===== config.mk =====
export PLATFORM = sky130hd
export DESIGN_NAME = sema_mailbox
export DESIGN_NICKNAME = d
export VERILOG_FILES = /design/src/rtl/sema_pkg.sv /design/src/rtl/sema_fifo.sv /design/src/rtl/sema_mailbox.sv
export SDC_FILE = /design/constraint.sdc
export NUM_CORES = 1
export LEC_CHECK = 0
export ABC_AREA = 1
export CORE_ASPECT_RATIO = 2
export CORE_UTILIZATION = 45
export CTS_BUF_LIST = sky130_fd_sc_hd__clkbuf_16
export DETAILED_ROUTE_END_ITERATION = 12
export PLACE_DENSITY = 0.71
export SLEW_MARGIN = 10
export SYNTH_ARGS = -nofsm -noshare
export SYNTH_HDL_FRONTEND = slang
export SYNTH_HIERARCHICAL = 1
export SYNTH_SLANG_ARGS = --single-unit

===== constraint.sdc =====
create_clock -name clk -period 2.05 [get_ports clk]
set_input_delay 0.205 -clock clk [delete_from_list [all_inputs] [get_ports clk]]
set_output_delay 0.205 -clock clk [all_outputs]
set_load 0.01 [all_outputs]

===== src/rtl/sema_pkg.sv =====
// rtl/sema_pkg.sv - shared constants, types and sizing helper for the semaphore mailbox
package sema_pkg;

   localparam int SEMA_DEPTH_DEFAULT = 4;

   typedef enum logic {
      DIR_B2b = 1'b0,
      DIR_b2B = 1'b1
   } sema_dir_t;

   // Occupancy must represent 0..DEPTH inclusive, hence one bit beyond the pointer width.
   function automatic int sema_cnt_w(input int depth);
      return $clog2(depth) + 1;
   endfunction

endpackage


===== src/rtl/sema_fifo.sv =====
// rtl/sema_fifo.sv - one-direction FIFO of 1-bit semaphore tokens with sticky overflow
module sema_fifo
   import sema_pkg::*;
#(
   parameter int DEPTH = SEMA_DEPTH_DEFAULT
) (
   input  logic clk,
   input  logic rstn,
   input  logic push,
   input  logic push_data,
   input  logic pop_ready,
   output logic valid,
   output logic data,
   output logic empty,
   output logic full,
   output logic overflow,
   input  logic overflow_clr
);

   localparam int CNT_W = sema_cnt_w(DEPTH);
   localparam int PTR_W = $clog2(DEPTH);

   logic [CNT_W-1:0] count_q, count_d;
   logic [PTR_W-1:0] wr_ptr_q, wr_ptr_d;
   logic [PTR_W-1:0] rd_ptr_q, rd_ptr_d;
   logic [DEPTH-1:0] mem_q;
   logic             overflow_q, overflow_d;
   logic             do_pop;
   logic             do_push;

   always_comb begin
      do_pop  = pop_ready && (count_q != '0);
      // A full queue still takes a token when the head leaves in the same cycle.
      do_push = push && ((count_q != CNT_W'(DEPTH)) || do_pop);

      count_d = count_q;
      case ({do_push, do_pop})
         2'b10:   count_d = count_q + CNT_W'(1);
         2'b01:   count_d = count_q - CNT_W'(1);
         default: count_d = count_q;
      endcase

      wr_ptr_d = do_push ? wr_ptr_q + PTR_W'(1) : wr_ptr_q;
      rd_ptr_d = do_pop  ? rd_ptr_q + PTR_W'(1) : rd_ptr_q;

      overflow_d = overflow_q;
      if (push && !do_push) begin
         overflow_d = 1'b1;
      end else if (overflow_clr) begin
         overflow_d = 1'b0;
      end
   end

   always_ff @(posedge clk or negedge rstn) begin
      if (!rstn) begin
         count_q    <= '0;
         wr_ptr_q   <= '0;
         rd_ptr_q   <= '0;
         mem_q      <= '0;
         overflow_q <= 1'b0;
      end else begin
         count_q    <= count_d;
         wr_ptr_q   <= wr_ptr_d;
         rd_ptr_q   <= rd_ptr_d;
         overflow_q <= overflow_d;
         if (do_push) begin
            mem_q[wr_ptr_q] <= push_data;
         end
      end
   end

   assign valid    = (count_q != '0);
   assign empty    = (count_q == '0);
   assign full     = (count_q == CNT_W'(DEPTH));
   assign data     = mem_q[rd_ptr_q];
   assign overflow = overflow_q;

endmodule


===== src/rtl/sema_mailbox.sv =====
// rtl/sema_mailbox.sv - two independent semaphore token queues between byte unit and bit unit
module sema_mailbox
   import sema_pkg::*;
#(
   parameter int DEPTH = SEMA_DEPTH_DEFAULT
) (
   input  logic       clk,
   input  logic       rstn,
   input  logic       byte_sema_write_i,
   input  logic       byte_sema_data_i,
   output logic       byte_sema_is_empty_o,
   output logic       bit_sema_valid_o,
   output logic       bit_sema_data_o,
   input  logic       bit_sema_ready_i,
   input  logic       bit_sema_write_i,
   input  logic       bit_sema_data_i,
   output logic       bit_sema_is_empty_o,
   output logic       byte_sema_valid_o,
   output logic       byte_sema_data_o,
   input  logic       byte_sema_ready_i,
   output logic [1:0] full_o,
   output logic [1:0] overflow_o,
   input  logic       overflow_clr_i
);

   sema_fifo #(.DEPTH(DEPTH)) u_fifo_b2b (
      .clk          (clk),
      .rstn         (rstn),
      .push         (byte_sema_write_i),
      .push_data    (byte_sema_data_i),
      .pop_ready    (bit_sema_ready_i),
      .valid        (bit_sema_valid_o),
      .data         (bit_sema_data_o),
      .empty        (byte_sema_is_empty_o),
      .full         (full_o[DIR_B2b]),
      .overflow     (overflow_o[DIR_B2b]),
      .overflow_clr (overflow_clr_i)
   );

   sema_fifo #(.DEPTH(DEPTH)) u_fifo_b2B (
      .clk          (clk),
      .rstn         (rstn),
      .push         (bit_sema_write_i),
      .push_data    (bit_sema_data_i),
      .pop_ready    (byte_sema_ready_i),
      .valid        (byte_sema_valid_o),
      .data         (byte_sema_data_o),
      .empty        (bit_sema_is_empty_o),
      .full         (full_o[DIR_b2B]),
      .overflow     (overflow_o[DIR_b2B]),
      .overflow_clr (overflow_clr_i)
   );

endmodule

Yosys cells after proc, flatten, opt, wreduce, memory -nomap -nowiden
Index checks and enable logic that the tools add are counted.
{"block": "op_classes", "n_bitwise": 0, "n_eq_ne": 8, "n_shift": 0, "addsub": 8, "n_div": 0, "n_lt_le_gt_ge": 6, "reduce_logical": 20, "multipliers": 0, "mux": 15}
{"operator": "2-bit by 3-bit less-than comparator with 1-bit output, second input constant", "n": 4}
{"operator": "3-bit one-hot mux with 2 select lines", "n": 2}
{"operator": "2-bit by 1-bit adder with 2-bit output, second input constant", "n": 4}
{"operator": "4-bit bitwise mux", "n": 2}
{"operator": "1-bit logical AND", "n": 8}
{"operator": "2-bit nonzero test", "n": 4}
{"operator": "1-bit two-way mux", "n": 7}
{"operator": "3-bit by 1-bit adder with 3-bit output, second input constant", "n": 2}
{"operator": "3-bit equality test, second input constant", "n": 2}
{"operator": "3-bit zero test", "n": 2}
{"operator": "3-bit inequality test, second input constant", "n": 2}
{"operator": "3-bit nonzero test", "n": 2}
{"operator": "3-bit by 1-bit subtractor with 3-bit output, second input constant", "n": 2}
{"operator": "1-bit binary-select mux with 2-bit select", "n": 2}
{"operator": "1-bit demux with 2-bit select", "n": 2}
{"operator": "2-bit by 1-bit equality test with 1-bit output, second input constant", "n": 2}
{"operator": "2-bit equality test, second input constant", "n": 2}
{"operator": "2-bit by 1-bit >= comparator with 1-bit output, second input constant", "n": 2}
{"operator": "1-bit zero test", "n": 2}
{"operator": "1-bit logical OR", "n": 2}
{"block": "totals", "mem_count": 0, "out_inout_bits": 10, "reg_bits": 24, "mem_bits_rw": 0, "rom_bits": 0, "latchBits": 0, "wordCells": 67, "input_bits": 9}

Logic depth before layout (Yosys ltp)
Gate-level depths: netlist of run 1.
{"block": "depth", "word_depth": 7, "mapped_depth": 11, "ltp_nobuf": 11}

By module
The synthesis of run 1 kept the hierarchy.
{"module": "sema_fifo at u_fifo_b2b", "area_each_um2": 683.2, "n_inst": 1, "cells_each": 79, "seq_area_each_um2": 300.3}
{"module": "sema_fifo at u_fifo_b2B", "area_each_um2": 646.9, "n_inst": 1, "cells_each": 76, "seq_area_each_um2": 300.3}

Worst setup path after synthesis of run 1
OpenSTA, ideal clock, no wires.
{"block": "synth_timing", "path_kind": "register to register", "from": "reg u_fifo_b2b.count_q[0]", "to": "reg u_fifo_b2b.count_q[2]", "arrival_ns": 1.587, "setup_slack_ns": 0.340, "n_path_buf": 0, "synth_period_minus_slack_ns": 1.710, "required_ns": 1.927, "path_stages_with_launch": 11, "setup_time_ns": 0.123, "cell_sequence": "dfrtp_1 nor2_2 nand2_1 nand2_2 inv_1 ha_1 inv_1 fa_1 nand2_1 nand3b_1 xor2_1"}
{"block": "synth_between", "elab_chain_len": 6, "elab_cells_between_ends": 11, "cone_classes": "2 x add/sub; 3 x eq/ne; 1 x mux; 5 x reduce/logical"}
{"element": "start: declaration", "line": "sema_fifo.sv:23", "source": "logic [CNT_W-1:0] count_q, count_d;"}
{"element": "start signal: assignment", "line": "sema_fifo.sv:62", "source": "count_q <= count_d;"}
{"element": "3-bit nonzero test (*)"}
{"element": "net bit_sema_valid_o", "line": "sema_mailbox.sv:12", "source": "output logic bit_sema_valid_o,"}
{"element": "1-bit logical AND (*)", "line": "sema_fifo.sv:32", "source": "do_pop = pop_ready && (count_q != '0);"}
{"element": "net u_fifo_b2b.do_pop", "line": "sema_fifo.sv:28", "source": "logic do_pop;"}
{"element": "1-bit logical OR", "line": "sema_fifo.sv:34", "source": "do_push = push && ((count_q != CNT_W'(DEPTH)) || do_pop);"}
{"element": "1-bit logical AND", "line": "sema_fifo.sv:34"}
{"element": "2-bit by 1-bit equality test with 1-bit output / 2-bit equality test (equally long branches)", "line": "sema_fifo.sv:37", "source": "case ({do_push, do_pop})"}
{"element": "3-bit one-hot mux with 2 select lines / 2-bit nonzero test (equally long branches)"}
Mark *: on every way through the listed nets, which the timed path passes. The rest lies on a longest branch.
A chain may end at the register's enable or synchronous reset.

Worst setup path in the final report of run 1
{"block": "layout_timing", "from": "reg u_fifo_b2b.count_q[1]", "to": "reg u_fifo_b2b.count_q[2]"}
{"block": "layout_between", "elab_chain_len": 6, "elab_cells_between_ends": 11, "cone_classes": "2 x add/sub; 3 x eq/ne; 1 x mux; 5 x reduce/logical"}
{"element": "3-bit nonzero test", "line": "sema_fifo.sv:32"}
{"element": "1-bit logical AND", "line": "sema_fifo.sv:32"}
{"element": "1-bit logical OR", "line": "sema_fifo.sv:34"}
{"element": "1-bit logical AND", "line": "sema_fifo.sv:34"}
{"element": "2-bit by 1-bit equality test with 1-bit output / 2-bit equality test (equally long branches)", "line": "sema_fifo.sv:37"}
{"element": "3-bit one-hot mux with 2 select lines / 2-bit nonzero test (equally long branches)"}
Parallel ways exist; a longest one is shown, timed or not.

==> results by group, run 1 <==
Finish
  – Reg area: 601 µm²
  – Multi-input gate area: 614 µm²
  – Final #Nets: 200
  – Share of cells above drive strength 1: 0.0838
  – Design Area, Final: 0.00167 mm²
  – ANT cells: 0
  – Area Growth Syn to Fin: 25.2%
  – Filler Cells Inserted: 253

STA
  – Max Slew Vio Count: 0
  – Setup-failing EPs final: 0
  – Worst relative slew slack: 0.792
  – Hold Fails Final Rpt: 0
  – Final TNS setup: 0 ps
  – Final worst path period share: 0.892
  – Tmin final: 1830 ps
  – Worst slew pin tran: 313 ps
  – Final Worst Setup Slack: 222 ps
  – Worst-case clock skew: 6.29 ps
  – RSZ-0062 raised after global routing: no
  – Highest clock rate: 547 MHz

Floorplan
  – Die height: 78.9 µm
  – Io pins: 19
  – Die Footprint: between 0.003 and 0.004 mm²
  – Chip width: ~40 µm
  – Cell row count: 27
  – Core area: 0.00277 mm²
  – Initial Util: 0.480

Setup path
  – Crit-path cells: nor2_2 > nand3_2 > nand2_1 > ha_1 > inv_1 > fa_1 > nand2_1 > nand3b_1 > xor2_1
  – Critical path class: register to register
  – Reg2reg setup slack: 220 ps
  – CP top delay family: adder cells
  – Reg2reg start: u_fifo_b2b/count_q[1]
  – Crit path launch type: register
  – CP max-delay cell: dfrtp_1
  – Start point of the critical path: u_fifo_b2b/count_q[1]
  – Reg2reg end: u_fifo_b2b/count_q[2]
  – Critical Path AT: 1970 ps
  – Max FO, Critical Path: 4
  – Setup crit end kind: register
  – CP peak stage delay: 430 ps
  – Critical Path RT: 2190 ps
  – Worst Reg2Reg Path Length in Cells: 9
  – Worst Path Buf+Inv: 1
  – CP dominant cell by count: nand2_1

Route
  – Wire per inst: about 13 µm
  – Via density: 5.28
  – Total wire length: ~2.7 mm
  – Via count: 1098
  – Iter 0 DRT Violations: 25
  – DRT Pass-1 Iters: 4
  – Remaining antenna violation count: 0
  – Number of remaining DRC errors: 0

CTS
  – Clk buf depth: 2
  – Clk_lat worst skew: ~260 ps
  – CTS Buf Count: 3
  – Post-CTS setup buffers: 0
  – PostCTS Resize Cnt: 0
  – H-tree depth: 1
  – CTS sink cnt: 24
  – Hold buffers post-CTS: 0
  – CTS tree: built
  – Clock Pin Slew Worst Setup and Hold Paths: ~70 ps
  – Root buf cell: clkbuf_16

Synthesis
  – Most instantiated cells after synthesis: nand2_1 (44), inv_1 (25), dfrtp_1 (24)
  – Post-Syn Area: 0.00133 mm²
  – Top cell type's share of synthesized area: 0.452
  – Syn Inst Count: approximately 160
  – Synth area leaders: dfrtp_1 (45%), nand2_1 (12%), ha_1 (8.5%)
  – Yosys warning total: 6
  – Synth Register Bits: 24
  – Post-synth EDFFs: 0
  – Yosys cell types: 25
  – Mapped Avg Cell Area: 8.58 µm²
  – Async SR Flop Fraction: 1.00
  – Most common cell in the netlist: nand2_1
  – Seq/Total Area, Yosys: 0.452
  – Syn Nets: 175
  – Area leader, netlist: dfrtp_1
  – Main synth FF type: dfrtp_1

Placement
  – DP Worst Slack: 58.7 ps
  – DP Wirelength: roughly 2.1 mm
  – Port bufs: 18
  – Post-placement cell area: roughly 0.0016 mm²
  – RePlAce Congestion: a little over 0.8

Outcome
  – Status: finished, final reports clean

Power and ir drop
  – Total power: 2.60 mW
  – Power Dens Cells: 1560 mW/mm²
  – Peak supply drop: 0.000747 V
  – Leakage: 0.860 nW

Global route
  – GR Overflow Total: 0
  – Global-route wire length before repair: roughly 4.6 mm
  – All-layer global routing usage: 0.205
  – Vias in the first global route: 1122
  – Largest net degree at the start of global routing: 25
  – Initial antenna violation count: 0

Worst hold path
  – Hold/Removal Path Class: input port to asynchronous set/reset pin

Run
  – Maxcap violations: 0
[worst max-delay path by stage]
stage,endpoint,slack (ps),cells past startpoint
5_1_grt,u_fifo_b2b/count_q[2],100,11
2_1_floorplan,u_fifo_b2b/count_q[2],340,10
3_5_place_dp,u_fifo_b2b/count_q[2],60,10
6_report,u_fifo_b2b/count_q[2],220,9
3_3_place_gp,u_fifo_b2b/count_q[2],140,10
4_1_cts,u_fifo_b2b/count_q[2],220,9
[sequential cells by signal (all words and copies together) (netlist names)]
name	flops
u_fifo_b2B/mem_q	4
u_fifo_b2b/rd_ptr_q	2
u_fifo_b2B/wr_ptr_q	2
u_fifo_b2b/overflow	1
u_fifo_b2b/mem_q	4
u_fifo_b2B/overflow	1
u_fifo_b2b/count_q	3
u_fifo_b2b/wr_ptr_q	2
u_fifo_b2B/rd_ptr_q	2
u_fifo_b2B/count_q	3
[stage by stage]
stage,utilization,cells,hold WS [ps]
2_1_floorplan,-,155,-90.6
3_3_place_gp,0.563,204,466
4_1_cts,0.601,208,320
3_5_place_dp,0.563,204,477
5_1_grt,0.601,208,340
6_report,0.601,208,305
[cell families after synthesis]
kind of cell / share of synthesized area
AOI/OAI and AO/OA: 0.0640
xor gates and xnor gates: 0.0395
adders and majority gates: 0.115
and+or+nand+nor: 0.244
buffers and inverters: 0.0865
DFF: 0.452
[metal layers]
layer	wire length, µm	up-vias	GRT usage	share of wire
met1	977	527	0.193	0.36
met2	1570	25	0.375	0.58
li1	-	536	-	-
met3	94	10	0.0391	0.034
met5	0	-	0	0
met4	87	0	0.100	0.032
[report_power, final]
| part | total [mW] | internal, mW | switching (mW) | leakage, nW |
|---|---|---|---|---|
| clock network | 0.555 | 0.388 | 0.167 | 0.0511 |
| logic | 1.13 | 0.526 | 0.600 | 0.515 |
| registers | 0.921 | 0.702 | 0.220 | 0.294 |
| total | 2.60 | 1.62 | 0.987 | 0.860 |
[cells in the final DEF (no fill, tap or decap), types with 3 or more instances in the layout]
cell type         n
xor2_1            4
clkbuf_16         3
inv_1            25
buf_4             4
nand3_1          11
nand4_1           4
nand2_1          44
clkdlybuf4s50_1  18
a21oi_1           5
o21ai_0           8
dfrtp_1          24
ha_1              9
[layout make-up]
class / count / share of cell area
clock buffer: 3 / 0.0451
clock inverter: 1 / 0.0180
inverter: 26 / 0.0594
multi-input combinational: 103 / 0.369
sequential: 24 / 0.361
tap: 29 / 0.0218
timing repair buffer: 22 / 0.126
Power figures use the tool's default switching activity.
==> run 2: changes to the inputs <==
--- a/config.mk
+++ b/config.mk
@@ -11,6 +11,7 @@
 export CTS_BUF_LIST = sky130_fd_sc_hd__clkbuf_16
 export DETAILED_ROUTE_END_ITERATION = 12
 export PLACE_DENSITY = 0.71
+export SETUP_SLACK_MARGIN = 0.02
 export SLEW_MARGIN = 10
 export SYNTH_ARGS = -nofsm -noshare
 export SYNTH_HDL_FRONTEND = slang
==> results of run 2 <==
No change in the layout: final DEF, timing and power equal those of run 1.
==> run 3: changes to the inputs <==
--- a/config.mk
+++ b/config.mk
@@ -10,8 +10,9 @@
 export CORE_UTILIZATION = 45
 export CTS_BUF_LIST = sky130_fd_sc_hd__clkbuf_16
 export DETAILED_ROUTE_END_ITERATION = 12
-export PLACE_DENSITY = 0.71
+export PLACE_DENSITY = 0.66
 export SETUP_SLACK_MARGIN = 0.02
+export SKIP_CTS_REPAIR_TIMING = 1
 export SLEW_MARGIN = 10
 export SYNTH_ARGS = -nofsm -noshare
 export SYNTH_HDL_FRONTEND = slang
==> run 3 against run 2 <==
  * Die area unchanged
  * Non-clock buffer count is 1 lower
  * Critical path depth is the same
  * Core utilization is 1.2 points lower
  * Register-to-register slack got worse by 30 ps
  * Clock power shrank 24%
  * Highest routed layer unchanged
  * Via count is 3.0% lower
  * Largest cell class unchanged
  * Routed wire length shrank 5.6%
  * Worst hold slack got worse by 1.3 ps
==> results by group, run 3 (synthesis results as in run 1) <==
Power and ir drop
  – Peak supply drop: 0.000918 V (+23%)
  – Power Dens Cells: 1500 mW/mm² (-3.8%)
  – Leakage: 0.843 nW (-2.0%)

STA
  – RSZ-0062 raised after global routing: no
  – Worst-case clock skew: 4.26 ps (-2.02 ps)
  – Final worst path period share: 0.904 (+0.0123)
  – Hold_ws: 304 ps (-1.25 ps)
  – Hold Fails Final Rpt: 0 (unchanged)
  – Setup-failing EPs final: 0 (unchanged)
  – Final TNS setup: 0 ps (unchanged)
  – Tmin final: 1850 ps (+25.1 ps)
  – Worst slew pin tran: 305 ps (-7.62 ps)
  – Highest clock rate: 540 MHz (-1.4%)
  – Max Slew Vio Count: 0 (unchanged)
  – Worst relative slew slack: 0.797 (+0.00508)

Route
  – Remaining antenna violation count: 0 (unchanged)
  – Iter 0 DRT Violations: 32 (+28%)
  – Via density: 5.14 (-2.5%)
  – DRT Pass-1 Iters: 4 (unchanged)
  – Total wire length: 2.58 mm (-5.6%)
  – Number of remaining DRC errors: 0 (unchanged)
  – Wire per inst: 12.4 µm (-5.1%)
  – Via count: 1065 (-3.0%)

Global route
  – All-layer global routing usage: 0.194 (-0.0115)
  – Global-route wire length before repair: 4.40 mm (-4.2%)
  – Largest net degree at the start of global routing: 25 (unchanged)
  – GR Overflow Total: 0 (unchanged)
  – Initial antenna violation count: 0 (unchanged)
  – Vias in the first global route: 1092 (-2.7%)

Setup path
  – Reg2reg start: u_fifo_b2b/count_q[1]
  – CP max-delay cell: dfrtp_1
  – CP dominant cell by count: nand2_1
  – CP peak stage delay: 420 ps (about the same)
  – Crit path launch type: register
  – Worst Reg2Reg Path Length in Cells: 9 (unchanged)
  – CP top delay family: adder cells
  – Reg2reg setup slack: 200 ps (-30 ps)
  – Critical Path RT: 2190 ps (about the same)
  – Reg2reg end: u_fifo_b2b/count_q[2]
  – Critical Path AT: 2000 ps (+30 ps)
  – Worst Path Buf+Inv: 1 (unchanged)
  – Max FO, Critical Path: 4 (unchanged)
  – Crit-path cells: nor2_2 > nand3_2 > nand2_1 > ha_1 > inv_1 > fa_1 > nand2_1 > nand3b_1 > xor2_1
  – Setup crit end kind: register
  – Critical path class: register to register

Placement
  – RePlAce Congestion: 0.726 (-10%)
  – DP Wirelength: 2.05 mm (-3.4%)
  – Port bufs: 18 (unchanged)

Floorplan
  – Core area: 0.00277 mm² (unchanged)
  – Chip width: 40.4 µm (unchanged)
  – Io pins: 19 (unchanged)
  – Die Footprint: 0.00319 mm² (unchanged)
  – Initial Util: 0.480 (unchanged)
  – Die height: 78.9 µm (unchanged)
  – Cell row count: 27 (unchanged)

Finish
  – Final #Nets: 199 (-0.50%)
  – Commonest cells after routing, fill and taps aside: nand2_1 (44), inv_1 (25), dfrtp_1 (24)
  – Largest registers: u_fifo_b2B/mem_q: 4 flops, u_fifo_b2b/mem_q: 4 flops
  – Area Growth Syn to Fin: 22.7%
  – Share of cells above drive strength 1: 0.0730 (-0.0108)
  – ANT cells: 0 (unchanged)
  – Commonest non-fill, non-tap cell in the layout: nand2_1
  – Filler Cells Inserted: 259 (+2.4%)

CTS
  – Clk buf depth: 2 (unchanged)
  – Clk_lat worst skew: 250 ps (about the same)
  – H-tree depth: 1 (unchanged)
  – Clock Pin Slew Worst Setup and Hold Paths: 60 ps (about the same)
  – CTS Buf Count: 3 (unchanged)
  – Root buf cell: clkbuf_16
  – CTS sink cnt: 24 (unchanged)
  – CTS tree: built

Run
  – Maxcap violations: 0 (unchanged)

Outcome
  – Status: finished, final reports clean

Worst hold path
  – Hold/Removal Path Class: input port to asynchronous set/reset pin
run 3: power breakdown:
part,internal [mW],switching [mW]
Sequential,0.702,0.206
Combinational,0.524,0.601
Clock,0.260,0.160
Total,1.49,0.966
run 3: cell type report:
type / instances / area, µm² / share of cell area
clock inverters: 1 / 3.75 / 0.00230
multi-input cells: 103 / 614 / 0.377
flip-flops and latches: 24 / 601 / 0.368
inverters: 26 / 98.8 / 0.0606
well taps: 29 / 36.3 / 0.0222
clock buffers: 3 / 75.1 / 0.0460
repair buffers: 21 / 203 / 0.124
run 3: worst max-delay path by stage:
| stage | start | to | slack, ps | cells past startpoint |
|---|---|---|---|---|
| 3_3_place_gp | bit_sema_ready_i | u_fifo_b2b/count_q[2] | 110 | 10 |
| 6_report | u_fifo_b2b/count_q[1] | u_fifo_b2b/count_q[2] | 200 | 9 |
| 2_1_floorplan | u_fifo_b2b/count_q[0] | u_fifo_b2b/count_q[2] | 340 | 10 |
| 4_1_cts | u_fifo_b2b/count_q[1] | u_fifo_b2b/count_q[2] | 190 | 9 |
| 5_1_grt | u_fifo_b2b/count_q[1] | u_fifo_b2b/count_q[2] | 100 | 10 |
| 3_5_place_dp | bit_sema_ready_i | u_fifo_b2b/count_q[2] | 20 | 10 |
run 3: metrics by stage:
stage	area, µm²	total power, mW	setup slack [ps]	utilization	std cells
global route	1630	2.67	104	0.589	207
global placement	1550	1.98	113	0.561	203
CTS	1630	2.48	188	0.589	207
finish	1630	2.45	196	0.589	207
floorplan	1330	1.62	340	-	155
detailed placement	1550	2.05	18.4	0.561	203
run 3: worst reg2reg max path: stages (launching register included):
cell and delay [ps]:
dfrtp_1 420, nor2_2 170, nand3_2 90, nand2_1 110, ha_1 190, inv_1 70, fa_1 380, nand2_1 80
nand3b_1 90, xor2_1 140
run 3: routing by layer:
metal,global-route usage,up-vias,routed length (µm),share of wire
met1,0.195,511,1010,0.39
met5,0,-,0,0
met2,0.365,17,1480,0.58
met4,0.0600,0,23,0.0089
met3,0.0251,2,63,0.024
li1,-,535,-,-
